--- src/rtl/copperv_bus_pkg.sv ---
// Shared types and helpers for the copperv bus arbiters.
package copperv_bus_pkg;

    typedef enum logic {
        SRC_INST = 1'b0,
        SRC_DATA = 1'b1
    } src_id_t;

    // Ceiling log2, used to size FIFO pointers and occupancy counters.
    function automatic int unsigned clog2(input int unsigned value);
        int unsigned result;
        result = 0;
        while ((64'd1 << result) < 64'(value)) begin
            result++;
        end
        return result;
    endfunction

endpackage

--- src/rtl/copperv_arb_order_fifo.sv ---
// In-order FIFO of request source ids; DEPTH must be a power of two so
// the pointers wrap naturally.
module copperv_arb_order_fifo
    import copperv_bus_pkg::*;
#(
    parameter int unsigned DEPTH = 4
) (
    input  logic                   clk,
    input  logic                   rst,
    input  logic                   push,
    input  src_id_t                push_id,
    input  logic                   pop,
    output src_id_t                head,
    output logic                   empty,
    output logic [clog2(DEPTH):0]  count
);

    localparam int unsigned PTR_W = clog2(DEPTH);

    src_id_t          mem [DEPTH];
    logic [PTR_W-1:0] wr_ptr;
    logic [PTR_W-1:0] rd_ptr;
    logic [PTR_W:0]   count_q;

    // Storage needs no reset; entries are only read below the write pointer.
    always_ff @(posedge clk) begin
        if (push) begin
            mem[wr_ptr] <= push_id;
        end
    end

    // Pointer and occupancy tracking.
    always_ff @(posedge clk or negedge rst) begin
        if (!rst) begin
            wr_ptr  <= '0;
            rd_ptr  <= '0;
            count_q <= '0;
        end else begin
            if (push) begin
                wr_ptr <= wr_ptr + 1'b1;
            end
            if (pop) begin
                rd_ptr <= rd_ptr + 1'b1;
            end
            if (push && !pop) begin
                count_q <= count_q + 1'b1;
            end else if (pop && !push) begin
                count_q <= count_q - 1'b1;
            end
        end
    end

    assign head  = mem[rd_ptr];
    assign empty = (count_q == '0);
    assign count = count_q;

endmodule

--- src/rtl/copperv_read_arbiter.sv ---
// Shares one downstream read port between instruction and data reads.
// Optional COPPERV_ARB_ROUND_ROBIN_EN: alternate grants when both request;
// otherwise data reads have fixed priority over instruction reads.
module copperv_read_arbiter
    import copperv_bus_pkg::*;
#(
    parameter int unsigned ADDR_WIDTH      = 32,
    parameter int unsigned DATA_WIDTH      = 32,
    parameter int unsigned MAX_OUTSTANDING = 4
) (
    input  logic                  clk,
    input  logic                  rst,
    input  logic                  ir_addr_valid,
    output logic                  ir_addr_ready,
    input  logic [ADDR_WIDTH-1:0] ir_addr,
    output logic                  ir_data_valid,
    input  logic                  ir_data_ready,
    output logic [DATA_WIDTH-1:0] ir_data,
    input  logic                  dr_addr_valid,
    output logic                  dr_addr_ready,
    input  logic [ADDR_WIDTH-1:0] dr_addr,
    output logic                  dr_data_valid,
    input  logic                  dr_data_ready,
    output logic [DATA_WIDTH-1:0] dr_data,
    output logic                  m_addr_valid,
    input  logic                  m_addr_ready,
    output logic [ADDR_WIDTH-1:0] m_addr,
    input  logic                  m_data_valid,
    output logic                  m_data_ready,
    input  logic [DATA_WIDTH-1:0] m_data,
    output logic                  err_unexpected_resp
);

    localparam int unsigned CNT_W = clog2(MAX_OUTSTANDING) + 1;

    logic             slot_free;
    logic             can_accept;
    logic             accept;
    logic             resp_fire;
    logic             empty;
    logic [CNT_W-1:0] count;
    src_id_t          winner;
    src_id_t          head;

    copperv_arb_order_fifo #(
        .DEPTH (MAX_OUTSTANDING)
    ) u_order_fifo (
        .clk     (clk),
        .rst     (rst),
        .push    (accept),
        .push_id (winner),
        .pop     (resp_fire),
        .head    (head),
        .empty   (empty),
        .count   (count)
    );

`ifdef COPPERV_ARB_ROUND_ROBIN_EN
    src_id_t last_grant;

    // Contested requests go to whichever side was not granted last.
    always_comb begin
        winner = SRC_INST;
        if (ir_addr_valid && dr_addr_valid) begin
            if (last_grant == SRC_DATA) begin
                winner = SRC_INST;
            end else begin
                winner = SRC_DATA;
            end
        end else if (dr_addr_valid) begin
            winner = SRC_DATA;
        end
    end

    // Remember the most recent grant; reset value lets ir win first.
    always_ff @(posedge clk or negedge rst) begin
        if (!rst) begin
            last_grant <= SRC_DATA;
        end else if (accept) begin
            last_grant <= winner;
        end
    end
`else
    // Fixed priority: data reads beat instruction reads.
    always_comb begin
        winner = SRC_INST;
        if (dr_addr_valid) begin
            winner = SRC_DATA;
        end
    end
`endif

    // Grant uses registered count only, so a same-cycle response never frees a slot.
    assign slot_free     = !m_addr_valid || m_addr_ready;
    assign can_accept    = slot_free && (count < CNT_W'(MAX_OUTSTANDING));
    assign ir_addr_ready = can_accept && (winner == SRC_INST);
    assign dr_addr_ready = can_accept && (winner == SRC_DATA);
    assign accept        = (ir_addr_valid && ir_addr_ready) || (dr_addr_valid && dr_addr_ready);

    // Route the response to the oldest outstanding requester.
    always_comb begin
        ir_data_valid = 1'b0;
        dr_data_valid = 1'b0;
        m_data_ready  = 1'b0;
        if (!empty) begin
            if (head == SRC_INST) begin
                ir_data_valid = m_data_valid;
                m_data_ready  = ir_data_ready;
            end else begin
                dr_data_valid = m_data_valid;
                m_data_ready  = dr_data_ready;
            end
        end
    end

    assign resp_fire = m_data_valid && m_data_ready;
    assign ir_data   = m_data;
    assign dr_data   = m_data;

    // Downstream address register: load on grant, drop after handshake.
    always_ff @(posedge clk or negedge rst) begin
        if (!rst) begin
            m_addr_valid <= 1'b0;
            m_addr       <= '0;
        end else if (accept) begin
            m_addr_valid <= 1'b1;
            if (winner == SRC_DATA) begin
                m_addr <= dr_addr;
            end else begin
                m_addr <= ir_addr;
            end
        end else if (m_addr_ready) begin
            m_addr_valid <= 1'b0;
        end
    end

    // Sticky flag for a response with nothing outstanding.
    always_ff @(posedge clk or negedge rst) begin
        if (!rst) begin
            err_unexpected_resp <= 1'b0;
        end else if (m_data_valid && empty) begin
            err_unexpected_resp <= 1'b1;
        end
    end

endmodule

--- config.mk ---
export PLATFORM = sky130hd
export DESIGN_NAME = copperv_read_arbiter
export DESIGN_NICKNAME = d
export VERILOG_FILES = /design/src/rtl/copperv_bus_pkg.sv /design/src/rtl/copperv_arb_order_fifo.sv /design/src/rtl/copperv_read_arbiter.sv
export SDC_FILE = /design/constraint.sdc
export NUM_CORES = 1
export LEC_CHECK = 0
export ABC_AREA = 0
export CAP_MARGIN = 25
export CORE_MARGIN = 1.5
export CORE_UTILIZATION = 35
export DETAILED_ROUTE_END_ITERATION = 7
export HOLD_SLACK_MARGIN = 0.05
export PLACE_DENSITY = 0.82
export SYNTH_ARGS = -nofsm -noshare
export SYNTH_HDL_FRONTEND = slang
export SYNTH_SLANG_ARGS = --single-unit
--- constraint.sdc ---
create_clock -name clk -period 2.4 [get_ports clk]
set_input_delay 0.6 -clock clk [delete_from_list [all_inputs] [get_ports clk]]
set_output_delay 0.6 -clock clk [all_outputs]
set_load 0.01 [all_outputs]
---- Yosys cells after proc, flatten, opt, wreduce, memory -nomap -nowiden ----
Memories as Yosys holds them, arrays and structs flattened.
Cells that the tools add are included.
operators by class
  $add $sub $neg .......................... 4
  order comparisons ....................... 1
  mux-type cells .......................... 14
  bitwise operators ....................... 1
  reductions and logical operators ........ 17
operator list
  cell                 count
  $mux 32              1
  $mux 1               11
  $logic_and 1x1->1    9
  $mux 3               2
  $add 2x1->2 const B  2
  $reduce_bool 2->1    2
  $add 3x1->3 const B  1
  $logic_not 1->1      3
  $logic_not 3->1      1
  $lt 3x3->1 const B   1
  $sub 3x1->3 const B  1
  $logic_or 1x1->1     2
  $not 1->1            1
storage, ports and cells
  register bits after elaboration ......... 41
  bits in writable memories ............... 4
  input port bits ......................... 104
  output and inout bits ................... 103
  word-level logic and storage cells ...... 44
  memories ................................ 1
memory list
  memory            words  bits a word  read ports  clocked after memory_dff  write ports  line                          RTL
  u_order_fifo.mem  4      1            1           0                         1            copperv_arb_order_fifo.sv:20  src_id_t mem [DEPTH];

---- Depth between registers and ports, before layout ----
  depth in word-level cells ............... 10
  depth in mapped cells ................... 10
  gate-level depth less buffers ........... 10

---- Hierarchy ----
A second synthesis with hierarchy kept.
unflattened totals
  cell total of the unflattened synthesis .. 219
  area total of the unflattened synthesis .. 2740.1 µm²
modules (own cells, without submodules)
  module                  instances  cells each  area an instance (µm²)  seq. area each (µm²)
  copperv_read_arbiter    1          181         2214.6                  850.8
  copperv_arb_order_fifo  1          38          525.5                   295.3

---- Worst setup path before layout ----
Ideal clock, no wire load.
  path kind ............................... input port to flip-flop
  start point ............................. in m_addr_ready
  end point ............................... reg u_order_fifo.count_q[2] (netlist: u_order_fifo.count[2])
  library setup time ...................... 0.079 ns
  data arrival time ....................... 2.136 ns
  data required time ...................... 2.321 ns
  setup slack ............................. 0.185 ns
  stages .................................. 10
  path buffers ............................ 1
  cell sequence ........................... inv_1 > a21oi_1 > o21a_2 > buf_6 > ha_1 > inv_1 > fa_1 > xor2_1 > nor2_1 > xor2_1
on the way
  longest elaborated chain between the ends .. 8
RTL lines
  what                                         line                                                    RTL
  start: declaration                           copperv_read_arbiter.sv:26                              input logic m_addr_ready,
  $logic_or 1x1->1 *                           copperv_read_arbiter.sv:94                              assign slot_free = !m_addr_valid || m_addr_ready;
  $logic_and 1x1->1 *                          copperv_read_arbiter.sv:95                              assign can_accept = slot_free && (count < CNT_W'(MAX_OUTSTANDING));
  $logic_and 1x1->1, on equally long branches  copperv_read_arbiter.sv:96, copperv_read_arbiter.sv:97
  $logic_and 1x1->1                            copperv_read_arbiter.sv:98                              assign accept = (ir_addr_valid && ir_addr_ready) || (dr_addr_valid && dr_addr_ready);
  $logic_or 1x1->1 *                           copperv_read_arbiter.sv:98
  named net accept                             copperv_read_arbiter.sv:38                              logic accept;
  $logic_not 1->1                              copperv_arb_order_fifo.sv:47                            end else if (pop && !push) begin
  $logic_and 1x1->1                            copperv_arb_order_fifo.sv:47
  $reduce_bool 2->1 (no source line)           --
  end signal: assignment                       copperv_arb_order_fifo.sv:46                            count_q <= count_q + 1'b1;
  end signal: assignment                       copperv_arb_order_fifo.sv:48                            count_q <= count_q - 1'b1;
  end: declaration                             copperv_arb_order_fifo.sv:23                            logic [PTR_W:0] count_q;
Mark *: on every way through the listed nets, which the timed path passes. The rest lies on a longest branch.
A chain may end at the register's enable or synchronous reset.

---- Worst setup path in the final report ----
  start point ............................. reg u_order_fifo.rd_ptr[1]
  end point ............................... out m_data_ready
on the way
  longest elaborated chain between the ends .. 3
RTL lines
  what                      line                          RTL
  start: declaration        copperv_arb_order_fifo.sv:22  logic [PTR_W-1:0] rd_ptr;
  start signal: assignment  copperv_arb_order_fifo.sv:43  rd_ptr <= rd_ptr + 1'b1;
  $mem_v2 4x1               --
  $mux 1                    copperv_read_arbiter.sv:106   if (head == SRC_INST) begin
  $mux 1                    copperv_read_arbiter.sv:105   if (!empty) begin
  end: declaration          copperv_read_arbiter.sv:29    output logic m_data_ready,
No other way between the ends.

==> qor.yml <==
cp_max_fo: 3
die_area_um2: 8513
synth_nets: 334
cts-root-buf: "clkbuf_8"
maxSlewViolCount: 0
fin_crit_sh_pct: 96.35
yosysTopAreaCell: "dfrtp_1"
outcome: "completed"
maxCapViolCount: 0
num_rows: 32
r2r_slack_ps: 90
initial_core_util_pct: 36.09
cts_max_level: 2
routed_wl_um: 5752
vias: 1748
routed_via_density: 4.528
avgSynthCellArea_um2: 12.45
power.total_uw: 3957
setup_viol_count_final: 0
ys_types: 26
critical-path-max-stage-delay_ps: 440
pin_count: 207
cp.required_ps: 1800
hold_violations: 0
syn_area_um2: 2789
cts_max_path_buffers: 2
cts_tree: "done"
grt_pass1_vias: 1853
core_um2: 7727
powerDensity_nw_per_um2: 1067
syn_to_final_growth_pct: 32.97
grt_overflow: 0
gp_congestion: 0.7310
post-route-util_pct: 47.99
r2r-end: "u_order_fifo.count[2]"
antenna_left: 0
antenna_found_initial: 0
grt_pass1_wl_um: 9197
diodes: 0
r2r_start: "u_order_fifo.rd_ptr[1]"
syn_inst: 224
yosys-top-cells-area: "dfrtp_1, mux2_2, buf_4"
finalClockSkew_ps: 2.794
dpl.hpwl_um: 4562
grt_max_degree: 40
numCtsBuffers: 5
crit_type: "reg2out"
reg2reg_depth: 10
fp.dieW_um: 92.27
clock_latency_ps: 290
cp_common_cell: "mux2i_2"
track_usage_pct: 13.89
layout.cells.non_filler: 386
place_inst: 374
cts.hold.buffers_added: 0
post_drt_wl_per_cell_um: 14.90
cp_slowest_cell: "dfrtp_1"
startpoint_type: "flip-flop"
hold_path_class: "in2async"
cp-end-kind: "primary output"
first_pass_iters: 2
drc: 0
clk_pin_slew_worst_paths_ps: 90
die_y_um: 92.27
arrival_ps: 1710
drtIter0Drc: 16
cts_num_sinks: 45
max_freq_mhz: 432.4
slew_headroom_pct: 67.70
io_buffers: 110
ir_worst_vdd_uv: 572.8
ys_ff_latch: 45
fin_crit_ps: 2312
yosysWarningCount: 0
worst_slew_pin_slew_ps: 484.5
crit_chain: "mux2i_2 -> mux2i_2 -> mux2i_1 -> nor2_1 -> dlygate4sd2_1"
fin_nets: 393
drive_gt1_share_pct: 30.28
leakage_uw: 0.001522
ys_seq_area_share_pct: 41.09
synth_top_area_share_pct: 36.79
[timing repair]
item | CTS | global route
buffers inserted | 2 | 2
endpoints found under the setup margin | 5 | 2
pin swaps | 0 | 2
resized for setup | 8 | 2
[per-layer routing]
layer	global-route usage [%]	vias to the layer above	part of all wire, %
li1	-	806	-
met3	5.141	19	9.5
met1	15.70	833	37
met5	0	-	0
met2	23.15	90	51
met4	6.538	0	2.5
[synthesized netlist by cell type]
cell and instances:
mux2_1 13, inv_1 4, nand2b_4 1, mux2i_1 5, xor2_1 3, or2_1 1
a21o_1 2, buf_4 65, a21oi_1 1, o31ai_1 1, o21ai_0 1, mux2_2 53
xnor2_1 2, buf_2 1, mux2i_2 1, dfrtp_1 41, nor3_1 1, nor2_1 3
o21a_2 1, nor3b_2 1, edfxtp_1 4, nor2b_1 2, and2_1 5, fa_1 1
buf_6 6, ha_1 5
[final cells by class]
cell class / instances / area (µm²)
multi-input cells: 103 / 1084
repair buffers: 124 / 1202
clock inverters: 3 / 65.06
clock buffers: 5 / 68.82
inverters: 4 / 15.01
flip-flops and latches: 45 / 1146
well taps: 102 / 127.6
fillers: 678 / 4019
[report_power, final]
part           internal (µW)  switching (µW)  leakage, µW
combinational           1200             718     0.000940
sequential              1140             223     0.000515
clock                    414             261    0.0000681
total                   2750            1200      0.00152
[critical path, delay by kind of cell, from the launching register on]
family                 cells  cell delay, ps
buffers and inverters      1             280
DFF                        1             440
and+or+nand+nor            1              60
muxes                      3             640
[how the worst max path moves through the flow]
stage                                 from                    end
detailed placement            m_addr_ready  u_order_fifo.count[2]
floorplan                     m_addr_ready  u_order_fifo.count[2]
finish              u_order_fifo.rd_ptr[1]           m_data_ready
global placement              m_addr_ready          ir_addr_ready
global route        u_order_fifo.rd_ptr[1]  u_order_fifo.count[2]
CTS                 u_order_fifo.rd_ptr[1]  u_order_fifo.count[2]
[registers in the layout, summed over array words and instances, names as in the netlist]
| register | cells |
|---|---|
| u_order_fifo.wr_ptr | 2 |
| u_order_fifo.mem | 4 |
| u_order_fifo.count | 3 |
| m_addr | 32 |
| m_addr_valid | 1 |
| u_order_fifo.rd_ptr | 2 |
| err_unexpected_resp | 1 |
[cell families after synthesis]
family                   synth area share (%)
AND/OR/NAND/NOR                         3.320
multiplexers                            28.94
flip-flops                              41.09
adder cells (fa/ha/maj)                 2.961
AO/OA/AOI/OAI                           1.480
buffers and inverters                   20.64
XOR/XNOR                                1.570
[per-stage QoR]
stage / area, µm² / hold slack, ps / setup TNS, ps / setup WS, ps
final: 3709 / 242.7 / 0 / 87.57
after global placement: 3535 / 441.5 / -1786 / -184.1
after CTS: 3689 / 255.0 / 0 / 28.47
after floorplan: 2789 / 304.4 / 0 / 185.3
after global routing: 3709 / 268.6 / -10.53 / -10.53
after detailed placement: 3535 / 449.9 / -4129 / -243.8
[placed cells by master (no fill, tap or decap), types with 3 or more instances in the layout]
cell type        count
and2_1               5
buf_4               13
clkbuf_8             5
clkdlybuf4s50_1    103
dfrtp_1             41
dlygate4sd2_1        5
edfxtp_1             4
ha_1                 4
inv_1                4
mux2_1              13
mux2_2              53
mux2i_1              3
mux2i_2              3
nor2_1               3
xor2_1               3
Note: power is estimated with default switching activity, not from simulation.
